**src/rtl/fpu_pkg.sv**
```systemverilog
// fpu_pkg: shared FPU default widths, rounding bit positions and packed-result field helpers.
package fpu_pkg;
  localparam int EXP_W_DEF = 8;
  localparam int MAN_W_DEF = 23;
  localparam int S_POS = 0;
  localparam int R_POS = 1;
  localparam int G_POS = 2;
  localparam int LSB_POS = 3;
  function automatic int bias(input int exp_w);
    return (1 << (exp_w - 1)) - 1;
  endfunction
  function automatic int frac_off();
    return 0;
  endfunction
  function automatic int exp_off(input int man_w);
    return man_w;
  endfunction
  function automatic int sign_off(input int exp_w, input int man_w);
    return exp_w + man_w;
  endfunction
endpackage

```
**src/rtl/leading_one_detect.sv**
```systemverilog
// leading_one_detect: index of the most significant set bit of vec_i, plus an all-zero flag.
module leading_one_detect #(
  parameter int W = 28,
  localparam int IW = $clog2(W)
) (
  input  logic [W-1:0]  vec_i,
  output logic [IW-1:0] idx_o,
  output logic          zero_o
);
  always_comb begin
    idx_o = '0;
    for (int i = 0; i < W; i++) if (vec_i[i]) idx_o = IW'(i);
  end
  assign zero_o = ~|vec_i;
endmodule

```
**src/rtl/fp_normalize_round.sv**
```systemverilog
// fp_normalize_round: 3-stage normalise + round-to-nearest-even stage with range flags.
// The pipeline advances as one unit whenever the output register is free or being drained.
module fp_normalize_round import fpu_pkg::*; #(
  parameter int EXP_W = EXP_W_DEF,
  parameter int MAN_W = MAN_W_DEF
) (
  input  logic                   clk,
  input  logic                   rst_n,
  input  logic                   in_valid,
  output logic                   in_ready,
  input  logic                   raw_sign,
  input  logic [EXP_W-1:0]       raw_exponent,
  input  logic [MAN_W+4:0]       raw_mantissa,
  output logic                   out_valid,
  input  logic                   out_ready,
  output logic [EXP_W+MAN_W:0]   result,
  output logic                   flag_overflow,
  output logic                   flag_underflow,
  output logic                   flag_inexact
);
  localparam int RAW_W = MAN_W + 5;
  localparam int NRM_W = RAW_W - 1;
  localparam int PW = $clog2(RAW_W);
  localparam int XW = EXP_W + 2;
  localparam int RES_W = 1 + EXP_W + MAN_W;
  localparam logic signed [XW-1:0] EMAX = XW'((1 << EXP_W) - 1);
  logic en;
  logic v1_q, v2_q, v3_q;
  logic s1_sign_q, s1_zero_q, s2_sign_q, s2_zero_q;
  logic [EXP_W-1:0] s1_exp_q;
  logic [RAW_W-1:0] s1_man_q, lsh;
  logic [PW-1:0] s1_p_q, p_d, sh;
  logic z_d;
  logic [NRM_W-1:0] nrm_d, nrm_q;
  logic signed [XW-1:0] exp2_d, exp2_q, exp3;
  logic rup;
  logic [MAN_W+1:0] mr;
  logic [RES_W-1:0] res_d, result_q;
  logic ovf_d, unf_d, inx_d, ovf_q, unf_q, inx_q;
  assign en = !(v3_q && !out_ready);
  assign in_ready = en;
  leading_one_detect #(.W(RAW_W)) u_lod (.vec_i(raw_mantissa), .idx_o(p_d), .zero_o(z_d));
  assign sh = PW'(RAW_W - 2) - s1_p_q;
  assign lsh = s1_man_q << sh;
  // a carry shifts right by one, folding the lost bit into sticky
  assign nrm_d = s1_man_q[RAW_W-1] ? {s1_man_q[RAW_W-1:2], |s1_man_q[1:0]} : lsh[NRM_W-1:0];
  assign exp2_d = s1_man_q[RAW_W-1] ? XW'(s1_exp_q) + XW'(1) : XW'(s1_exp_q) - XW'(sh);
  assign rup = nrm_q[G_POS] && (nrm_q[R_POS] || nrm_q[S_POS] || nrm_q[LSB_POS]);
  assign mr = {1'b0, nrm_q[NRM_W-1:LSB_POS]} + (MAN_W+2)'(rup);
  assign exp3 = exp2_q + XW'(mr[MAN_W+1]);
  always_comb begin
    res_d = {s2_sign_q, exp3[EXP_W-1:0], mr[MAN_W-1:0]};
    ovf_d = 1'b0;
    unf_d = 1'b0;
    inx_d = |nrm_q[G_POS:S_POS];
    if (s2_zero_q) begin
      res_d = '0;
      inx_d = 1'b0;
    end else if (exp3 >= EMAX) begin
      res_d = {s2_sign_q, {EXP_W{1'b1}}, {MAN_W{1'b0}}};
      ovf_d = 1'b1;
      inx_d = 1'b1;
    end else if (exp3 <= 0) begin
      res_d = {s2_sign_q, {(EXP_W+MAN_W){1'b0}}};
      unf_d = 1'b1;
      inx_d = 1'b1;
    end
  end
  always_ff @(posedge clk or negedge rst_n)
    if (!rst_n) begin
      v1_q <= 1'b0;
      v2_q <= 1'b0;
      v3_q <= 1'b0;
      s1_sign_q <= 1'b0;
      s1_zero_q <= 1'b0;
      s1_exp_q <= '0;
      s1_man_q <= '0;
      s1_p_q <= '0;
      s2_sign_q <= 1'b0;
      s2_zero_q <= 1'b0;
      nrm_q <= '0;
      exp2_q <= '0;
      result_q <= '0;
      ovf_q <= 1'b0;
      unf_q <= 1'b0;
      inx_q <= 1'b0;
    end else if (en) begin
      v1_q <= in_valid;
      s1_sign_q <= raw_sign;
      s1_zero_q <= z_d;
      s1_exp_q <= raw_exponent;
      s1_man_q <= raw_mantissa;
      s1_p_q <= p_d;
      v2_q <= v1_q;
      s2_sign_q <= s1_sign_q && !s1_zero_q;
      s2_zero_q <= s1_zero_q;
      nrm_q <= nrm_d;
      exp2_q <= exp2_d;
      v3_q <= v2_q;
      result_q <= res_d;
      ovf_q <= ovf_d;
      unf_q <= unf_d;
      inx_q <= inx_d;
    end
  assign out_valid = v3_q;
  assign result = result_q;
  assign flag_overflow = ovf_q;
  assign flag_underflow = unf_q;
  assign flag_inexact = inx_q;
endmodule

```
**config.mk**
```make
export PLATFORM = sky130hd
export DESIGN_NAME = fp_normalize_round
export DESIGN_NICKNAME = d
export VERILOG_FILES = /design/src/rtl/fpu_pkg.sv /design/src/rtl/leading_one_detect.sv /design/src/rtl/fp_normalize_round.sv
export SDC_FILE = /design/constraint.sdc
export NUM_CORES = 1
export LEC_CHECK = 0
export ABC_AREA = 1
export BUFFER_PORTS_ARGS = -buffer_cell sky130_fd_sc_hd__buf_2
export CAP_MARGIN = 20
export CORE_MARGIN = 1.5
export CORE_UTILIZATION = 25
export CTS_BUF_LIST = sky130_fd_sc_hd__clkbuf_16
export CTS_CLUSTER_SIZE = 28
export DETAILED_ROUTE_END_ITERATION = 10
export GPL_TIMING_DRIVEN = 0
export REMOVE_ABC_BUFFERS = 1
export SLEW_MARGIN = 20
export SYNTH_ARGS = -nofsm -noshare
export SYNTH_HDL_FRONTEND = slang
export SYNTH_SLANG_ARGS = --single-unit
```
**constraint.sdc**
```tcl
create_clock -name clk -period 3.8 [get_ports clk]
set_input_delay 0.76 -clock clk [delete_from_list [all_inputs] [get_ports clk]]
set_output_delay 0.76 -clock clk [all_outputs]
set_load 0.01 [all_outputs]
```
==> results by stage <==
Status:
- The flow ran to the end, but the final reports show violations.
- The final reports fail on negative setup slack.

CTS:
- The clock transition at the registers of the reported paths is about 60 ps.
- The depth of the CTS H-tree is 4.
- The tree is rooted in a sky130_fd_sc_hd__clkbuf_16.
- The later-pin clock latency in the skew report is 430 ps.
- TritonCTS built the clock tree.
- The number of hold buffers added after CTS is 0.
- The TritonCTS buffer count is 17.
- The clock drives 120 sinks.
- The maximum buffer depth of the clock tree is 2.

Floorplanning:
- After floorplanning, the core was sized to cover 0.02786 mm2.
- The area enclosed by the die boundary is just under 0.03 mm2.
- After floorplanning, the core was divided into 61 placement rows.
- The width of the die is 171.5 um.
- The die is roughly 170 um tall.
- a little under 80 I/O pins were placed.
- For this configuration, the core starts out at a cell density of about a quarter.

Timing:
- The maximum achievable frequency is about 250 MHz.
- The final worst slack is -254.8 ps.
- Setup repair after global routing could not meet its margin everywhere.
- In this run the tightest slew margin relative to its limit is ~51%.
- The post-route clock period utilization is 106.7%.
- The final-report max-slew violation count came to 0.
- At the pin with the least slew margin, the transition time is between 700 and 800 ps.
- The final setup skew is 8.745 ps.
- The count of final hold-check violations is 0.
- After layout, the minimum clock period comes to 4055 ps.
- The number of setup violations in the final report is 33.

Power:
- The total power divided by cell area is a little over 700 mW/mm2.
- In this run the static leakage power is roughly 4.4 nW.
- The maximum vdd ir drop is 0.0004012 V.

GRT:
- Entering global routing, the biggest net connects just under 80 pins.
- The first global-routing pass estimated about 35,000 um of wire.
- The total overflow reported by the global router is 0.
- The global-route usage over all layers is 15.18%.
- The number of global-route vias before repair is 6,694.
- The initial antenna violation count is 1.

Yosys:
- The synthesized netlist occupies a cell area of approximately 0.0071 mm2.
- The sequential-to-total area share from yosys stat is between 40% and 50%.
- For this run, the leading register cell type out of synthesis is sky130_fd_sc_hd__dfrtp_1.
- The area fraction of the dominant cell type after synthesis is ~42%.
- The number of synthesized register bits is 120.
- After synthesis, the cell types taking the most area are sky130_fd_sc_hd__dfrtp_1, sky130_fd_sc_hd__nand2_1, sky130_fd_sc_hd__o21ai_0.
- The mean cell area of the mapped netlist is roughly 7.6 um2.
- The number of warnings issued by yosys is 0.
- The most common cell in the synthesized netlist is sky130_fd_sc_hd__nand2_1.
- The number of different library cells used by synthesis comes to 47.
- The cell count after synthesis came out at 938.
- The fraction of synthesis flops using an asynchronous set or reset pin is 100.0%.
- By count the netlist is led by sky130_fd_sc_hd__nand2_1, sky130_fd_sc_hd__o21ai_0, sky130_fd_sc_hd__dfrtp_1.
- sky130_fd_sc_hd__dfrtp_1 takes more of the synthesized area than any other cell.
- The number of flops mapped to enable cells by yosys is 0.

Detailed routing:
- After detailed routing, the number of remaining DRC violations is 0.
- The initial DRC count is about 470.
- The number of iterations in the first detailed-routing pass is 5.
- In this run the remaining antenna-violating nets after routing total 0.
- Dividing the detail-routed wire length by the instance count gives 14.95 um.
- The detailed-route vias per instance is 4.623.
- The final routed wirelength across all metal layers is 21,710 um.
- The count of vias placed by the detailed router is around 6,700.

Final layout:
- Leaving out filler cells and counting taps, the final layout contains 1,452.
- From synthesis to final layout, the design area changed by 32.92%.
- The final instance area is about 0.0094 mm2.
- The final-stage net count is between 1,000 and 1,500.
- The antenna cell count is 0.
- In the final layout, the share of cells above drive strength 1 is between 20% and 30%.
- Fill cells in the final layout number slightly below 3,000.

Critical path:
- The critical path is of the reg -> reg type.
- The data arrival time of the critical path is about 4400 ps.
- In this design, the critical path's most frequently occurring cell is sky130_fd_sc_hd__nand2_2.
- In this run the worst path has a maximum fanout of 8.
- The slack of the worst reg-to-reg path is -250 ps.
- The start of the worst register-to-register path is nrm_q[2].
- The worst setup path is captured at a register.
- The capture instance of the worst register-to-register path is result[13].
- The worst-case reg-to-reg path depth is 31.
- The highest cell delay on the worst timing path is 370 ps.
- STA classifies the critical path startpoint as a register.
- The largest individual stage delay along the critical path comes from the cell sky130_fd_sc_hd__dfrtp_1.
- The critical path starts at nrm_q[2].
- The required arrival time at the worst endpoint is 4110 ps.

Min path:
- The type of the tightest min-delay check is in -> async.

Placement:
- The count of port buffers added during placement is slightly below 80.
- Summing all placed instances gives a cell area of 0.007948 mm2.
- Detailed placement finished with a half-perimeter wire length of approximately 15,000 um.
- The final estimated routing congestion in global placement is 0.8425.
- Once placement completed, the tool counted placed cells totaling around 1,400.

Job:
- The max-cap check violation count is 0.
==> flip-flops by register name, summed over array words and instances, names as in the netlist, 5 cells and up <==
name	count
result	32
nrm_q	27
s1_exp_q	8
s1_man_q	28
exp2_q	10
s1_p_q	5
==> where the power goes <==
part / internal [mW] / switching [mW]
registers: 1.74 / 0.504
logic: 1.11 / 1.79
clock network: 0.966 / 0.642
==> critical path: cells and delay by family (launching register included) <==
family                   cells  cell delay [ps]
adder cells (fa/ha/maj)      2              350
AND/OR/NAND/NOR             21             2330
AO/OA/AOI/OAI                1              220
XOR/XNOR                     1              160
flip-flops                   1              370
buffers and inverters        6              500
==> metal layers <==
metal	share of wire (%)	global-route usage, %	wire, um	vias to the layer above
met4	2.2	5.454	475	2
met2	48	25.21	10330	151
met5	0.055	0	12	-
li1	-	-	-	3383
met1	45	19.29	9828	3146
met3	4.9	3.382	1066	31
==> layout make-up <==
cell class | instances | area (um2) | share of cell area [%]
Inverter | 105 | 407.9 | 4.324
Timing Repair inverter | 1 | 8.758 | 0.09285
Multi-Input combinational cell | 668 | 3908 | 41.42
Tap cell | 378 | 473.0 | 5.014
Timing Repair Buffer | 148 | 1054 | 11.17
Sequential cell | 120 | 3005 | 31.86
Clock buffer | 17 | 425.4 | 4.510
Clock inverter | 15 | 151.4 | 1.605
==> metrics by stage <==
stage / hold slack (ps) / util, % / setup slack, ps / setup TNS [ps] / power (mW)
after floorplan: 419.8 / - / -4913 / -346090 / 3.815
after global placement: 431.1 / 27.91 / -9607 / -734580 / 4.678
after detailed placement: 440.2 / 28.53 / -1125 / -29650 / 4.718
after CTS: 265.0 / 32.96 / -414.4 / -12990 / 6.594
after global routing: 271.8 / 33.86 / -476.9 / -13310 / 7.251
final: 253.6 / 33.86 / -254.8 / -5246 / 6.743
==> layout by cell type, fill, tap and decap left out, drive strengths merged, types with 5 or more instances in the layout <==
| cell type | synthesis | routed |
|---|---|---|
| nand2 | 242 | 243 |
| buf | 6 | 148 |
| o21ai | 132 | 132 |
| dfrtp | 120 | 120 |
| inv | 103 | 110 |
| nor2 | 61 | 61 |
| a21oi | 43 | 43 |
| nand3 | 38 | 38 |
| a22oi | 21 | 21 |
| mux2i | 19 | 19 |
| xor2 | 18 | 18 |
| clkbuf | 40 | 17 |
| ha | 10 | 10 |
| nor3 | 9 | 9 |
| o211ai | 8 | 8 |
| a31oi | 7 | 7 |
| nand4 | 7 | 7 |
| o31ai | 7 | 7 |
| nor4 | 7 | 7 |
| o21bai | 6 | 6 |
| clkinv | 2 | 5 |
==> cell families (layout without fill, tap and decap cells) <==
| group | count (synthesis) | count (layout) | share of synthesized area, % |
|---|---|---|---|
| DFF | 120 | 120 | 42.31 |
| muxes | 19 | 19 | 2.680 |
| AOI/OAI and AO/OA | 245 | 245 | 20.01 |
| buffers and inverters | 151 | 286 | 8.075 |
| and+or+nand+nor | 373 | 374 | 22.53 |
| xor gates and xnor gates | 19 | 19 | 2.345 |
| adders and majority gates | 11 | 11 | 2.045 |
==> how the worst max path moves through the flow <==
stage / slack, ps / cells past startpoint / to
floorplan: -4910 / 3 / exp2_q[7]
global placement: -9610 / 4 / in_ready
detailed placement: -1120 / 33 / result[17]
CTS: -410 / 33 / result[19]
global route: -480 / 31 / result[10]
finish: -250 / 31 / result[13]
==> what timing repair did <==
item / CTS / global route
pin swaps: 22 / 23
endpoints found under the setup margin: 38 / 42
gates cloned: 2 / 0
buffers inserted: 56 / 9
resized for setup: 58 / 40
No activity file was read; power rests on OpenSTA's default activity.
